$ cat config.mk
export PLATFORM = sky130hd
export DESIGN_NAME = muldiv_unit_flat
export DESIGN_NICKNAME = d
export VERILOG_FILES = /design/src/rtl/muldiv_pkg.sv /design/src/rtl/muldiv_if.sv /design/src/rtl/muldiv_step.sv /design/src/rtl/muldiv_unit.sv /design/src/flat_wrapper.sv
export SDC_FILE = /design/constraint.sdc
export NUM_CORES = 1
export LEC_CHECK = 0
export ABC_CLOCK_PERIOD_IN_PS = 10690
export BUFFER_PORTS_ARGS = -buffer_cell sky130_fd_sc_hd__buf_4
export CORE_ASPECT_RATIO = 1.5
export CORE_UTILIZATION = 50
export DETAILED_ROUTE_END_ITERATION = 16
export PLACE_DENSITY_LB_ADDON = 0.08
export SETUP_SLACK_MARGIN = 0.05
export SYNTH_ARGS = -nofsm -noshare
export SYNTH_HDL_FRONTEND = slang
export SYNTH_SLANG_ARGS = --single-unit
$ cat constraint.sdc
create_clock -name clk -period 10.69 [get_ports clk]
set_input_delay 1.6035 -clock clk [delete_from_list [all_inputs] [get_ports clk]]
set_output_delay 1.6035 -clock clk [all_outputs]
set_load 0.03 [all_outputs]
$ cat src/rtl/muldiv_pkg.sv
// Shared constants for the multiply/divide unit: funct codes, FSM states,
// iteration-step modes and the divide-by-zero LO fill value.
package muldiv_pkg;

  localparam logic [5:0] FN_MFHI  = 6'b010000;
  localparam logic [5:0] FN_MTHI  = 6'b010001;
  localparam logic [5:0] FN_MFLO  = 6'b010010;
  localparam logic [5:0] FN_MTLO  = 6'b010011;
  localparam logic [5:0] FN_MULT  = 6'b011000;
  localparam logic [5:0] FN_MULTU = 6'b011001;
  localparam logic [5:0] FN_DIV   = 6'b011010;
  localparam logic [5:0] FN_DIVU  = 6'b011011;

  // LO is filled with this bit on divide by zero, whatever the width.
  localparam logic DIVZERO_LO_BIT = 1'b1;

  typedef enum logic [1:0] {
    ST_IDLE = 2'd0,
    ST_MUL  = 2'd1,
    ST_DIV  = 2'd2,
    ST_FIX  = 2'd3
  } state_e;

  typedef enum logic {
    SM_MUL = 1'b0,
    SM_DIV = 1'b1
  } step_mode_e;

  function automatic logic is_muldiv(input logic [5:0] fn);
    return fn inside {FN_MULT, FN_MULTU, FN_DIV, FN_DIVU};
  endfunction

  function automatic logic is_known(input logic [5:0] fn);
    return is_muldiv(fn) || (fn inside {FN_MFHI, FN_MTHI, FN_MFLO, FN_MTLO});
  endfunction

endpackage

$ cat src/rtl/muldiv_if.sv
// Datapath <-> multiply/divide unit bundle: instruction in, HI/LO and
// handshake status out.
interface muldiv_if #(parameter int WIDTH = 32);
  logic             start;
  logic [5:0]       alucontrol;
  logic [WIDTH-1:0] srca;
  logic [WIDTH-1:0] srcb;
  logic             busy;
  logic             done;
  logic             stall;
  logic [WIDTH-1:0] result;
  logic [WIDTH-1:0] hi;
  logic [WIDTH-1:0] lo;

  modport master (
    output start, alucontrol, srca, srcb,
    input  busy, done, stall, result, hi, lo
  );

  modport slave (
    input  start, alucontrol, srca, srcb,
    output busy, done, stall, result, hi, lo
  );
endinterface

$ cat src/rtl/muldiv_step.sv
// One iteration of the mul/div datapath: add-accumulate for multiply,
// restoring shift-subtract (one quotient bit) for divide.
module muldiv_step
  import muldiv_pkg::*;
#(
  parameter int WIDTH = 32
) (
  input  logic [2*WIDTH-1:0] acc,
  input  logic [2*WIDTH-1:0] operand,
  input  step_mode_e         mode,
  output logic [2*WIDTH-1:0] acc_next,
  output logic               qbit
);

  logic [WIDTH:0]   rem_sh;
  logic [WIDTH-1:0] diff;

  always_comb begin
    rem_sh   = acc[2*WIDTH-1:WIDTH-1];
    // Only the low WIDTH bits matter: when the subtract succeeds the true
    // difference is below the divisor.
    diff     = rem_sh[WIDTH-1:0] - operand[WIDTH-1:0];
    qbit     = 1'b0;
    acc_next = acc + operand;
    if (mode == SM_DIV) begin
      qbit     = (rem_sh >= {1'b0, operand[WIDTH-1:0]});
      acc_next = {(qbit ? diff : rem_sh[WIDTH-1:0]), acc[WIDTH-2:0], 1'b0};
    end
  end

endmodule

$ cat src/rtl/muldiv_unit.sv
// Iterative MULT/MULTU/DIV/DIVU with architectural HI/LO and MT*/MF* access.
// Optional MULDIV_EARLY_TERM_EN: multiply finishes once the multiplier runs out.
//
//   state   | meaning
//   IDLE    | waiting; MT*/MF* serviced, mul/div accepted
//   MUL     | shift-add, one multiplier bit per edge
//   DIV     | restoring divide, one quotient bit per edge
//   FIX     | sign correction, HI/LO write, done next cycle
module muldiv_unit
  import muldiv_pkg::*;
#(
  parameter int WIDTH = 32,
  parameter int CNT_W = 6
) (
  input logic      clk,
  input logic      reset,
  muldiv_if.slave  bus
);

  state_e             state_q, state_n;
  logic [2*WIDTH-1:0] acc_q, opnd_q, step_acc, step_opnd, prod;
  logic [WIDTH-1:0]   mplr_q, hi_q, lo_q, abs_a, abs_b, quo, rem, fix_hi, fix_lo;
  logic [CNT_W-1:0]   cnt_q;
  logic               pneg_q, rneg_q, op_div_q, divzero_q, done_q;
  logic               accept, is_signed, is_div_code, sa, sb, last_iter, mul_last, step_bit;
  step_mode_e         step_mode;

  always_comb begin
    is_signed   = (bus.alucontrol == FN_MULT) || (bus.alucontrol == FN_DIV);
    is_div_code = (bus.alucontrol == FN_DIV) || (bus.alucontrol == FN_DIVU);
    sa          = is_signed & bus.srca[WIDTH-1];
    sb          = is_signed & bus.srcb[WIDTH-1];
    abs_a       = sa ? -bus.srca : bus.srca;
    abs_b       = sb ? -bus.srcb : bus.srcb;
    accept      = (state_q == ST_IDLE) && bus.start && is_muldiv(bus.alucontrol);
    last_iter   = (cnt_q == CNT_W'(WIDTH - 1));
`ifdef MULDIV_EARLY_TERM_EN
    mul_last    = last_iter || (mplr_q[WIDTH-1:1] == '0);
`else
    mul_last    = last_iter;
`endif
  end

  always_ff @(posedge clk) begin
    if (reset) state_q <= ST_IDLE;
    else       state_q <= state_n;
  end

  always_comb begin
    state_n = state_q;
    case (state_q)
      ST_IDLE: if (accept) state_n = is_div_code ? ST_DIV : ST_MUL;
      ST_MUL:  if (mul_last) state_n = ST_FIX;
      ST_DIV:  if (last_iter) state_n = ST_FIX;
      ST_FIX:  state_n = ST_IDLE;
      default: state_n = ST_IDLE;
    endcase
  end

  always_comb begin
    step_mode = (state_q == ST_DIV) ? SM_DIV : SM_MUL;
    step_opnd = ((state_q == ST_DIV) || mplr_q[0]) ? opnd_q : '0;
  end

  muldiv_step #(.WIDTH(WIDTH)) u_step (
    .acc      (acc_q),
    .operand  (step_opnd),
    .mode     (step_mode),
    .acc_next (step_acc),
    .qbit     (step_bit)
  );

  always_comb begin
    prod   = pneg_q ? -acc_q : acc_q;
    quo    = pneg_q ? -acc_q[WIDTH-1:0] : acc_q[WIDTH-1:0];
    rem    = rneg_q ? -acc_q[2*WIDTH-1:WIDTH] : acc_q[2*WIDTH-1:WIDTH];
    fix_hi = prod[2*WIDTH-1:WIDTH];
    fix_lo = prod[WIDTH-1:0];
    if (op_div_q) begin
      fix_hi = rem;
      fix_lo = divzero_q ? {WIDTH{DIVZERO_LO_BIT}} : quo;
    end
  end

  always_ff @(posedge clk) begin
    if (reset) begin
      acc_q     <= '0;
      opnd_q    <= '0;
      mplr_q    <= '0;
      hi_q      <= '0;
      lo_q      <= '0;
      cnt_q     <= '0;
      pneg_q    <= 1'b0;
      rneg_q    <= 1'b0;
      op_div_q  <= 1'b0;
      divzero_q <= 1'b0;
      done_q    <= 1'b0;
    end else begin
      done_q <= (state_q == ST_FIX);
      case (state_q)
        ST_IDLE: begin
          if (accept) begin
            cnt_q     <= '0;
            pneg_q    <= sa ^ sb;
            rneg_q    <= sa;
            op_div_q  <= is_div_code;
            divzero_q <= (bus.srcb == '0);
            if (is_div_code) begin
              acc_q  <= {{WIDTH{1'b0}}, abs_a};
              opnd_q <= {{WIDTH{1'b0}}, abs_b};
              mplr_q <= '0;
            end else begin
              acc_q  <= '0;
              opnd_q <= {{WIDTH{1'b0}}, abs_a};
              mplr_q <= abs_b;
            end
          end else if (bus.start && (bus.alucontrol == FN_MTHI)) begin
            hi_q <= bus.srca;
          end else if (bus.start && (bus.alucontrol == FN_MTLO)) begin
            lo_q <= bus.srca;
          end
        end
        ST_MUL, ST_DIV: begin
          acc_q  <= {step_acc[2*WIDTH-1:1], (state_q == ST_DIV) ? step_bit : step_acc[0]};
          opnd_q <= (state_q == ST_MUL) ? (opnd_q << 1) : opnd_q;
          mplr_q <= mplr_q >> 1;
          cnt_q  <= cnt_q + 1'b1;
        end
        ST_FIX: begin
          hi_q <= fix_hi;
          lo_q <= fix_lo;
        end
        default: ;
      endcase
    end
  end

  always_comb begin
    bus.busy   = (state_q != ST_IDLE);
    bus.done   = done_q;
    bus.stall  = bus.start && (state_q != ST_IDLE) && is_known(bus.alucontrol);
    bus.hi     = hi_q;
    bus.lo     = lo_q;
    bus.result = '0;
    if (bus.alucontrol == FN_MFHI)      bus.result = hi_q;
    else if (bus.alucontrol == FN_MFLO) bus.result = lo_q;
  end

endmodule

$ cat src/flat_wrapper.sv
// flat-port wrapper written by rule: the top's interface ports become plain ports
module muldiv_unit_flat import muldiv_pkg::*;
#(
  parameter int WIDTH = 32,
  parameter int CNT_W = 6
)
  (clk, reset, bus_start, bus_alucontrol, bus_srca, bus_srcb, bus_busy, bus_done, bus_stall, bus_result, bus_hi, bus_lo);
  muldiv_if #(.WIDTH(WIDTH)) bus_i ();
  input logic clk;
  input logic reset;
  input wire logic [$bits(bus_i.start)-1:0] bus_start;
  input wire logic [$bits(bus_i.alucontrol)-1:0] bus_alucontrol;
  input wire logic [$bits(bus_i.srca)-1:0] bus_srca;
  input wire logic [$bits(bus_i.srcb)-1:0] bus_srcb;
  output wire logic [$bits(bus_i.busy)-1:0] bus_busy;
  output wire logic [$bits(bus_i.done)-1:0] bus_done;
  output wire logic [$bits(bus_i.stall)-1:0] bus_stall;
  output wire logic [$bits(bus_i.result)-1:0] bus_result;
  output wire logic [$bits(bus_i.hi)-1:0] bus_hi;
  output wire logic [$bits(bus_i.lo)-1:0] bus_lo;
  assign bus_i.start = bus_start;
  assign bus_i.alucontrol = bus_alucontrol;
  assign bus_i.srca = bus_srca;
  assign bus_i.srcb = bus_srcb;
  assign bus_busy = bus_i.busy;
  assign bus_done = bus_i.done;
  assign bus_stall = bus_i.stall;
  assign bus_result = bus_i.result;
  assign bus_hi = bus_i.hi;
  assign bus_lo = bus_i.lo;
  muldiv_unit #(.WIDTH(WIDTH), .CNT_W(CNT_W)) u_core (.clk(clk), .reset(reset), .bus(bus_i));
endmodule
==> flow_metrics.tcl <==
set metrics [dict create \
    worstPathMaxFanout 65 \
    rows 89 \
    syn_to_final_growth_pct 12.2 \
    cts-resized-gates 0 \
    worst_ep_arrival_time_ps 6180 \
    synthDominantCellAreaShare 0.239 \
    wirelength_mm 83.0 \
    grt_max_degree 100 \
    leakagePower_nw 9.17 \
    clkTransAtPathRegs_ps 70 \
    die_area_um2 40500 \
    synth_common_cells "360 x nor2_1, 324 x nand2_1, 240 x a21oi_1" \
    fin_skew_ps 17.3 \
    syn_area_per_cell_um2 7.18 \
    port_buffers 171 \
    start_util 0.506 \
    ys_warn_count 0 \
    cts_root_buf "clkbuf_16" \
    grt_pass1_wl_mm 123 \
    synth-async-reset-ratio 0 \
    numCtsBuffers 27 \
    synthCells 2763 \
    yosys.cell_types.count 91 \
    end_kind "flip-flop" \
    fin_setup_tns_ps 0 \
    final.min_clock_period_ps 5650 \
    clockBufferDepth 3 \
    irDropWorstVdd_mv 0.299 \
    rr_worst_depth 18 \
    synthMostInstantiatedCell "nor2_1" \
    finalHoldViolations 0 \
    fmax_mhz 177 \
    dp_hpwl_mm 64.0 \
    hold_class "flip-flop to flip-flop" \
    die-width_um 165 \
    fin_crit_sh 0.528 \
    die_y_um 246 \
    cts.htree.levels 1 \
    yosys.area.top_type "dfxtp_1" \
    dp_cells 3281 \
    status "complete, no violations" \
    setup.worst_path.start_class "flip-flop" \
    final_nets 2988 \
    grt_pass1_vias 20600 \
    clock_sinks 237 \
    slew_headroom 0.155 \
    max_cap_viol_count 0 \
    synth-edff-count 0 \
    post_cts_buffers 0 \
    vias_per_cell 6.49 \
    dr_total_vias 21600 \
    finalNonFillerCells 3330 \
    core-area_um2 39200 \
    synth_fp_nets 2941 \
    ios 172 \
    dr.pass1.iters 8 \
    clk_latency_ps 590 \
    antenna_cells 0 \
    min_path_cells 2 \
    drt-initial-drc-count 2198 \
    cts_hold_buf 0 \
    worst_pin_slew_ps 1270 \
    antenna_found_initial 1 \
    ys_seq_elements 237 \
    grt_overflow_total 0 \
    antenna_left 0 \
    route.detailed.drc 0 \
    ys_top_cells_by_area "dfxtp_1 24%, nor2_1 6.8%, ha_1 6.5%" \
    total_power_w 0.00568 \
    crit_type "flip-flop to flip-flop" \
    rsz0062_at_grt "false" \
    syn_area_um2 19800 \
    p_per_area_nw_per_um2 255 \
    crit_required_ps 11220 \
    synthFlopType "dfxtp_1" \
    tritoncts "done" \
    gp_congestion 1.05 \
    wl_per_cell_um 24.9 \
    ys_seq_area_frac 0.239 \
    grt_use_total 0.403 \
    layout-drive-gt1-share 0.111 \
    drv_slew 0 \
    setup_viol 0 \
]
layer usage:
metal  share of wire  track usage  vias to the layer above
li1                -            -                    10100
met1            0.36        0.434                    10300
met2            0.48        0.686                      950
met3           0.058       0.0510                      355
met4            0.10        0.355                        0
met5               0            0                        -
cells in the final DEF (no fill, tap or decap), types with 10 or more instances in the layout:
cell type  instances
clkbuf_16         27
o41ai_1           15
a311oi_1          12
nand2_1          323
or3_1             18
a22oi_1           43
o21bai_1          21
and3_1            17
nand3_1           41
nor4_1            14
inv_1             77
dfxtp_1          237
ha_1             100
a221oi_1          21
nor3_1            81
or2_2             12
xor2_1            91
o221ai_1          39
mux2i_1           58
and2_1            47
nand4_1           33
or4_1             10
xnor2_1          110
a21o_1            41
o31ai_1           18
nand2b_1          14
o21ai_0          197
a31oi_1           22
a21oi_1          238
nor2_1           360
o211ai_1          50
buf_4            205
a211oi_1          76
registers in the layout, summed over array words and instances, names as in the netlist:
name / count
u_core.cnt_q: 6
u_core.op_div_q: 1
u_core.acc_q: 64
u_core.bus.lo: 32
u_core.divzero_q: 1
u_core.mplr_q: 32
u_core.state_q: 2
u_core.bus.hi: 32
u_core.rneg_q: 1
u_core.bus.done: 1
u_core.opnd_q: 64
u_core.pneg_q: 1
cell type report:
| type | instances | area (µm²) |
|---|---|---|
| fillers | 3865 | 16900 |
| multi-input cells | 2260 | 14100 |
| flip-flops and latches | 237 | 4740 |
| repair buffers | 206 | 1550 |
| clock buffers | 36 | 769 |
| well taps | 500 | 626 |
| inverters | 78 | 293 |
| clock inverters | 13 | 155 |
cell families (layout without fill, tap and decap cells):
family / after synthesis / count (layout) / share of synthesized area
buf+inv: 266 / 333 / 0.0518
flops: 237 / 237 / 0.239
mux: 61 / 61 / 0.0310
fa+ha+maj: 105 / 105 / 0.0670
compound gates: 872 / 872 / 0.286
simple gates: 1021 / 1021 / 0.236
xor+xnor: 201 / 201 / 0.0887
where the power goes:
group	switching (W)	internal, W	total, W
clock network	0.000430	0.000577	0.00101
logic	0.00229	0.00106	0.00335
registers	0.000247	0.00108	0.00133
worst max-delay path, cell delays in order, from the launching register on:
cell and delay (ps):
dfxtp_1 330, inv_1 130, ha_2 180, buf_4 220, or2_2 160, buf_4 550
nand2_1 190, ha_1 390, a21o_1 210, or3_1 330, o21ai_2 180, a211oi_1 120
or2_1 340, a211oi_4 960, buf_4 450, o41ai_1 160, a311oi_2 260, nor4b_1 250
nand4b_1 140
worst paths after layout:
| path | startpoint | to | slack, ps |
|---|---|---|---|
| setup / recovery | u_core.state_q[0] | u_core.acc_q[63] | 5040 |
| hold / removal | u_core.bus.lo[18] | u_core.bus.lo[18] | 470 |
| setup reg to reg | u_core.state_q[0] | u_core.acc_q[63] | 5040 |
| hold reg to reg | u_core.bus.lo[18] | u_core.bus.lo[18] | 470 |
metrics by stage:
step	util	setup slack, ps	cell area, µm²	hold slack (ps)
detailed placement	0.544	5100	21300	468
global placement	0.544	5190	21300	461
floorplan	-	5940	19800	432
CTS	0.568	5050	22300	474
global route	0.568	4710	22300	492
finish	0.568	5040	22300	474
(Power assumes the default switching activity.)
